===== src/rtl/run_controller.sv =====
// run_controller: load/run sequencer for the multicycle MIPS core.
// It streams a program image into the shared single-port memory while the
// core is held in reset. It then holds reset a few more cycles, runs the core
// until it stops or the cycle budget runs out, and owns the memory port mux.
//
// Loader handshake: a word moves when ld_valid && ld_ready at a rising clk
// edge. ld_ready is a registered flag that is high only in LOAD, so nothing on
// the loader inputs reaches ld_ready combinationally. ld_valid may drop for
// any number of cycles, and ld_data/ld_last are only looked at while ld_valid
// is high.
module run_controller #(
  parameter int MEM_WORDS = 256,
  parameter int RST_HOLD  = 2,
  parameter int TIMEOUT   = 100000,
  parameter int CNT_W     = 32
) (
  input  logic             clk,
  input  logic             reset,
  input  logic             start,
  input  logic             ld_valid,
  input  logic [31:0]      ld_data,
  input  logic             ld_last,
  output logic             ld_ready,
  output logic             cpu_reset,
  input  logic [31:0]      cpu_memadd,
  input  logic [31:0]      cpu_outdata,
  input  logic             cpu_we,
  input  logic             cpu_stop,
  output logic [31:0]      mem_addr,
  output logic [31:0]      mem_wdata,
  output logic             mem_we,
  output logic             busy,
  output logic             done,
  output logic             abort,
  output logic             overflow,
  output logic [CNT_W-1:0] cycle_count,
  output logic [2:0]       dbgState
);

  localparam int PTR_W  = (MEM_WORDS > 1) ? $clog2(MEM_WORDS) : 1;
  localparam int HOLD_W = (RST_HOLD > 1) ? $clog2(RST_HOLD) : 1;
  localparam logic [PTR_W-1:0]  LAST_PTR  = PTR_W'(MEM_WORDS - 1);
  localparam logic [HOLD_W-1:0] HOLD_LAST = HOLD_W'(RST_HOLD - 1);
  localparam logic [CNT_W-1:0]  CNT_LIMIT = CNT_W'(TIMEOUT - 1);

  typedef enum logic [2:0] {
    IDLE  = 3'd0,
    LOAD  = 3'd1,
    HOLD  = 3'd2,
    RUN   = 3'd3,
    HALT  = 3'd4,
    ABORT = 3'd5
  } stateT;

  stateT             state;
  logic [PTR_W-1:0]  ptr;
  logic [HOLD_W-1:0] holdCnt;
  logic              transfer;

  assign transfer = ld_valid && ld_ready;
  assign dbgState = state;

  // Sequencer: state, load pointer, hold timer, run counter and status flags.
  // The status outputs are registered and updated on the same edge as the
  // state change that they describe.
  always_ff @(posedge clk or negedge reset) begin
    if (!reset) begin
      state       <= IDLE;
      ptr         <= '0;
      holdCnt     <= '0;
      overflow    <= 1'b0;
      cycle_count <= '0;
      ld_ready    <= 1'b0;
      cpu_reset   <= 1'b1;
      busy        <= 1'b0;
      done        <= 1'b0;
      abort       <= 1'b0;
    end else begin
      case (state)
        IDLE, HALT, ABORT: begin
          if (start) begin
            state       <= LOAD;
            ptr         <= '0;
            cycle_count <= '0;
            overflow    <= 1'b0;
            done        <= 1'b0;
            abort       <= 1'b0;
            busy        <= 1'b1;
            ld_ready    <= 1'b1;
          end
        end
        LOAD: begin
          if (transfer) begin
            if (ld_last) begin
              state    <= HOLD;
              ld_ready <= 1'b0;
              holdCnt  <= '0;
            end else if (ptr == LAST_PTR) begin
              // Memory is full. The pointer stays on the top word, and every
              // later word is accepted but not written.
              overflow <= 1'b1;
            end else begin
              ptr <= ptr + 1'b1;
            end
          end
        end
        HOLD: begin
          if (holdCnt == HOLD_LAST) begin
            state     <= RUN;
            cpu_reset <= 1'b0;
          end else begin
            holdCnt <= holdCnt + 1'b1;
          end
        end
        RUN: begin
          cycle_count <= cycle_count + 1'b1;
          // A stop on the last budgeted cycle counts as a normal completion.
          if (cpu_stop) begin
            state     <= HALT;
            cpu_reset <= 1'b1;
            busy      <= 1'b0;
            done      <= 1'b1;
          end else if (cycle_count == CNT_LIMIT) begin
            state     <= ABORT;
            cpu_reset <= 1'b1;
            busy      <= 1'b0;
            abort     <= 1'b1;
          end
        end
        default: begin
          state     <= IDLE;
          cpu_reset <= 1'b1;
          ld_ready  <= 1'b0;
          busy      <= 1'b0;
        end
      endcase
    end
  end

  // Memory port mux: the loader drives the port in LOAD, the core drives it in
  // RUN, and the port is parked (no write) in every other state.
  always_comb begin
    mem_addr  = '0;
    mem_wdata = '0;
    mem_we    = 1'b0;
    case (state)
      LOAD: begin
        mem_addr  = 32'(ptr) << 2;
        mem_wdata = ld_data;
        mem_we    = transfer && !overflow;
      end
      RUN: begin
        mem_addr  = cpu_memadd;
        mem_wdata = cpu_outdata;
        mem_we    = cpu_we;
      end
      default: begin
        mem_addr  = '0;
        mem_wdata = '0;
        mem_we    = 1'b0;
      end
    endcase
  end

endmodule


===== config.mk =====
export PLATFORM = sky130hd
export DESIGN_NAME = run_controller
export DESIGN_NICKNAME = d
export VERILOG_FILES = /design/src/rtl/run_controller.sv
export SDC_FILE = /design/constraint.sdc
export NUM_CORES = 1
export LEC_CHECK = 0
export BUFFER_PORTS_ARGS = -buffer_cell sky130_fd_sc_hd__buf_2
export CORE_ASPECT_RATIO = 1.5
export CORE_MARGIN = 4
export CORE_UTILIZATION = 43
export DETAILED_ROUTE_END_ITERATION = 7
export GPL_ROUTABILITY_DRIVEN = 0
export GPL_TIMING_DRIVEN = 0
export PLACE_DENSITY = 0.9
export SYNTH_ARGS = -nofsm -noshare
export SYNTH_HDL_FRONTEND = slang
export SYNTH_SLANG_ARGS = --single-unit

===== constraint.sdc =====
create_clock -name clk -period 2.15 [get_ports clk]
set_input_delay 0 -clock clk [delete_from_list [all_inputs] [get_ports clk]]
set_output_delay 0 -clock clk [all_outputs]
set_load 0.01 [all_outputs]

* Word-level counts from Yosys, hierarchy flattened
Cells that the tools add are included.
Word-level totals: bits of input ports 103, flip-flop bits (word level) 50, word-level logic and storage cells 94, output and inout bits 106
Cells by class: equality and inequality tests 18, add/subtract/negate cells 3, multiplexer cells 39, bitwise logic cells 3, reductions and logical operators 21
Operators with widths (number):
- $pmux W32 S2 | 3
- $add A32 B1 Y32 const B | 1
- $eq A32 B17 Y1 const B | 1
- $mux W32 | 1
- $mux W8 | 4
- $ne A2 B2 Y1 const B | 10
- $mux W3 | 6
- $pmux W8 S2 | 1
- $mux W1 | 15
- $reduce_and A5 Y1 | 3
- $pmux W3 S4 | 1
- $reduce_and A3 Y1 | 4
- $pmux W1 S2 | 5
- $pmux W1 S3 | 3
- $add A8 B1 Y8 const B | 1
- $eq A8 B8 Y1 const B | 1
- $reduce_and A4 Y1 | 2
- $eq A3 B2 Y1 const B | 2
- $eq A3 B3 Y1 const B | 2
- $reduce_bool A2 Y1 | 3
- $reduce_or A2 Y1 | 2
- $reduce_or A4 Y1 | 1
- $eq A3 B1 Y1 const B | 1
- $logic_not A3 Y1 | 1
- 7 further kinds | 10

* Logic depth before layout (Yosys ltp)
depth in word-level cells 5, gate-level depth with buffers 6, depth with buffers taken out 5

* Worst setup path before layout
Ideal clock, no wire load.
path kind reg-to-reg, from reg cycle_count[0], to reg cycle_count[22], data required time 2018 ps, slack 351 ps, clock period less this slack 1799 ps, stages on the path, launching flop included 7, data arrival time 1667 ps, library setup time 132 ps, buffers on the path 1, path through dfrtp_1 ha_1 and4_1 buf_2 nor4b_4 nand4_1 mux2i_1
Between the ends: word-level cells in the longest chain between the ends 2
RTL lines:
- start: declaration | RTL line 36 | output logic [CNT_W-1:0] cycle_count,
- start signal: assignment | RTL line 116 | cycle_count <= cycle_count + 1'b1;
- $add A32 B1 Y32 | RTL line 116
- $pmux W32 S2 | RTL line 79 | case (state)
Every way passes these cells. A chain may end at the register's enable or synchronous reset.

* Final worst setup path
from reg state[2], in the netlist dbgState[2], to out mem_wdata[10]
Between the ends: word-level cells in the longest chain between the ends 2, elaborated cells between the ends (all ways) 3, classes of those cells 2 x eq/ne; 1 x mux
RTL lines:
- start: declaration | RTL line 55 | stateT state;
- start signal: assignment | RTL line 68 | state <= IDLE;
- start signal: assignment | RTL line 82 | state <= LOAD;
- start signal: assignment | RTL line 95 | state <= HOLD;
- $eq A3 B2 Y1 or $eq A3 B1 Y1 (tied branches) | RTL line 146 | case (state)
- $pmux W32 S2 * | RTL line 146
- end: declaration | RTL line 30 | output logic [31:0] mem_wdata,
Mark *: on every way between the ends. The rest lies on a longest branch, timed or not.

==> impl_metrics.json <==
{
  "status": "completed",
  "postRouteAntennaNets": 0,
  "power-per-cell-area_nw_per_um2": 392,
  "die_w_um": 79.6,
  "hpwl_after_detailed_placement_mm": 10.2,
  "netlist.top_cell.by_area": "dfrtp_1",
  "via_count": 3905,
  "synth_compound_area_share_pct": 21.7,
  "cts-buffers-inserted": 5,
  "critical_path.cell_chain": "buf_2 > and3b_1 > buf_4 > buf_2 > a22o_1 > buf_2",
  "wl_mm": 12.6,
  "critical_path_end_type": "primary output",
  "post_route_hold_slack_ns": 0.0237,
  "finish.instance_area_um2": 4650,
  "yosysWarningCount": 0,
  "mostFrequentLayoutCells": "buf_2 (218), dfrtp_1 (48), nand2_1 (44)",
  "globalRoute.totalOverflow": 0,
  "synthesis.nets": 475,
  "nets": 694,
  "post-route-util_pct": 63.1,
  "cts_tree": "yes",
  "smallest_setup_slack_after_layout_ns": 0.0962,
  "timing.final.crit_period_ns": 2.05,
  "fmax_ghz": 0.487,
  "cts.sinks": 50,
  "drc_errors": 0,
  "finalHoldViolations": 0,
  "clock_latency_ns": 0.31,
  "routed_wire_length_per_instance_um": 18.3,
  "initial_antenna_violation_count": 1,
  "postSynth.asyncResetShare_pct": 100,
  "vias_in_the_first_global_route": 3699,
  "crit_path_buffers_inverters": 4,
  "maxSlewViolCount": 0,
  "syn_area_per_cell_um2": 8.95,
  "yosys-mux-area-fraction_pct": 7.86,
  "design.die.area_um2": 9200,
  "timing.critical_path.mode_cell": "buf_2",
  "grt_max_degree": 51,
  "worst_path_top_cell_family_by_delay": "buffers and inverters",
  "ys_seq_elements": 50,
  "h-tree-depth": 2,
  "max_slew.worst_pin.slew_ns": 1.15,
  "cts-root-to-sink-buffers": 2,
  "synth-edff-count": 0,
  "first_pass_grt_wire_length_mm": 18.5,
  "netlist_instances": 370,
  "placement_rows": 38,
  "fin_tns_setup_ns": 0,
  "dpl_cell_area_um2": 4480,
  "timing.final.crit_share_pct": 95.5,
  "hold_path.class": "input port to flop",
  "mostFrequentLayoutCell": "buf_2",
  "initial_core_utilization_pct": 44.9,
  "startpoint_type": "flop",
  "max-slew-margin-rel_pct": 23.7,
  "worst-endpoint-arrival_ns": 2.05,
  "slowest_stage": "dfrtp_2",
  "met2_usage_pct": 46.7,
  "met1_layer_usage_reported_by_global_route_pct": 30.5,
  "drt_iter0_drc": 256,
  "placement.io_buffers": 208,
  "yosysTopAreaCellShare_pct": 37.0,
  "areaGrowthSynthToFinish_pct": 40.5,
  "timing.setup.critical_path_class": "flop to primary output",
  "dieHeight_um": 115,
  "clk_root_buffer_cell": "clkbuf_8",
  "drt_first_pass_iters": 4,
  "grt_use_total_pct": 26.1,
  "path_max_fanout": 10,
  "worst_clock_skew_ns": 0.00821,
  "dpl_worst_slack_ns": 0.0203,
  "clkSlewWorstSetupHoldPaths_ns": 0.10,
  "post_synth_main_area_contributors": "dfrtp_1 (37%), a22o_1 (9.8%), mux2i_1 (7.9%), nand2_1 (5.0%), and2_1 (4.5%)",
  "synth.cell_area_um2": 3310,
  "report.final.setup_viol": 0,
  "layout.filler_cells": 600,
  "design.portCount": 209,
  "synth_top_family_by_area": "simple AND/OR/NAND/NOR gates",
  "grt-busiest-layer": "met2",
  "p_leak_nw": 2.51,
  "grtUsageMet3_pct": 4.28,
  "drv_cap": 0,
  "synth_seq_area_share_pct": 37.8,
  "most_used_flip_flop_cell_after_synthesis": "dfrtp_1",
  "post_synth_xor_area_fraction_pct": 0.265,
  "synthDistinctLibCells": 53,
  "coreArea_um2": 7370,
  "layout-drive-gt1-share_pct": 41.7,
  "data_required_time_of_the_worst_path_ns": 2.15,
  "synthSimpleGateAreaFrac_pct": 27.4,
  "post_synth_fa_ha_maj_area_fraction_pct": 0.756,
  "vdd_drop_max_v": 0.000303,
  "drt-vias-per-instance": 5.65,
  "critPathMaxStageDelay_ns": 0.48
}
-- per-stage QoR --
step / total power [mW] / instances
after global placement: 1.16 / 678
final: 1.82 / 691
after floorplan: 1.01 / 370
after global routing: 1.89 / 691
after CTS: 1.83 / 687
after detailed placement: 1.16 / 678
-- where the power goes --
part	switching (mW)	leakage [nW]	internal, mW
Sequential	0	0.495	0.940
Clock	0.329	0.0514	0.348
Combinational	0.0961	1.96	0.110
Total	0.425	2.51	1.40
-- worst register-to-register path, delay by kind of cell (launching register included) --
| family | cells | cell delay, ns |
|---|---|---|
| flip-flops | 1 | 0.48 |
| AND/OR/NAND/NOR | 2 | 0.84 |
| AO/OA/AOI/OAI | 1 | 0.24 |
| multiplexers | 1 | 0.21 |
| buffers and inverters | 1 | 0.19 |
-- path summary, 6_finish.rpt --
kind | start | endpoint | slack [ns] | depth (start not counted)
max | dbgState[2]$_DFFE_PN0P_ | mem_wdata[10] | 0.1 | 6
min | cpu_stop | done$_DFFE_PN0P_ | 0.02 | 2
max reg2reg | dbgState[2]$_DFFE_PN0P_ | ptr[1]$_DFFE_PN0P_ | 0.12 | 5
min reg2reg | done$_DFFE_PN0P_ | done$_DFFE_PN0P_ | 0.51 | 1
max in group asynchronous | reset | dbgState[2]$_DFFE_PN0P_ | 0.93 | 2
min in group asynchronous | reset | cycle_count[22]$_DFFE_PN0P_ | 0.46 | 2
-- cells in the mapped netlist (all sizes together), types with 6 or more instances --
| cell type | instances |
|---|---|
| clkbuf | 15 |
| nand4 | 18 |
| o21ai | 16 |
| mux2i | 26 |
| and2 | 24 |
| nor2 | 13 |
| buf | 11 |
| a21oi | 7 |
| inv | 8 |
| dfrtp | 49 |
| nand3 | 22 |
| nand2 | 44 |
| nor3 | 8 |
| and3 | 10 |
| a22o | 37 |
| o211ai | 6 |
-- cell type report --
cell class,count,area (um2),share of cell area [%]
Multi-Input combinational cell,286,1930,41.5
Sequential cell,50,1250,26.9
Timing Repair Buffer,212,1070,23.1
Buffer,26,125,2.69
Tap cell,100,125,2.69
Clock buffer,6,72.6,1.56
Clock inverter,2,37.5,0.807
Inverter,8,30.0,0.646
Antenna cell,1,2.50,0.0538
-- logic make-up after synthesis --
| kind of cell | after synthesis |
|---|---|
| AO/OA/AOI/OAI | 94 |
| adder cells (fa/ha/maj) | 2 |
| AND/OR/NAND/NOR | 163 |
| XOR/XNOR | 1 |
| multiplexers | 26 |
| buffers and inverters | 34 |
| flip-flops | 50 |
-- sequential cells by signal (all words and copies together) (netlist names) --
register     cells
ld_ready         1
ptr              8
holdCnt          1
abort            1
dbgState         3
done             1
cpu_reset        1
cycle_count     32
overflow         1
busy             1
-- metal layers --
metal  share of wire [%]  wire, um
met5                   0         0
met4                 4.0       509
met3                 8.9      1120
met2                  51      6480
met1                  36      4500
-- timing repair --
item,4_1_cts,5_1_grt
gates resized for setup,9,6
endpoints found under the setup margin,66,85
endpoints found under the hold margin,49,0
hold buffers,1,0
setup buffers,0,3
No activity file was read; power rests on OpenSTA's default activity.
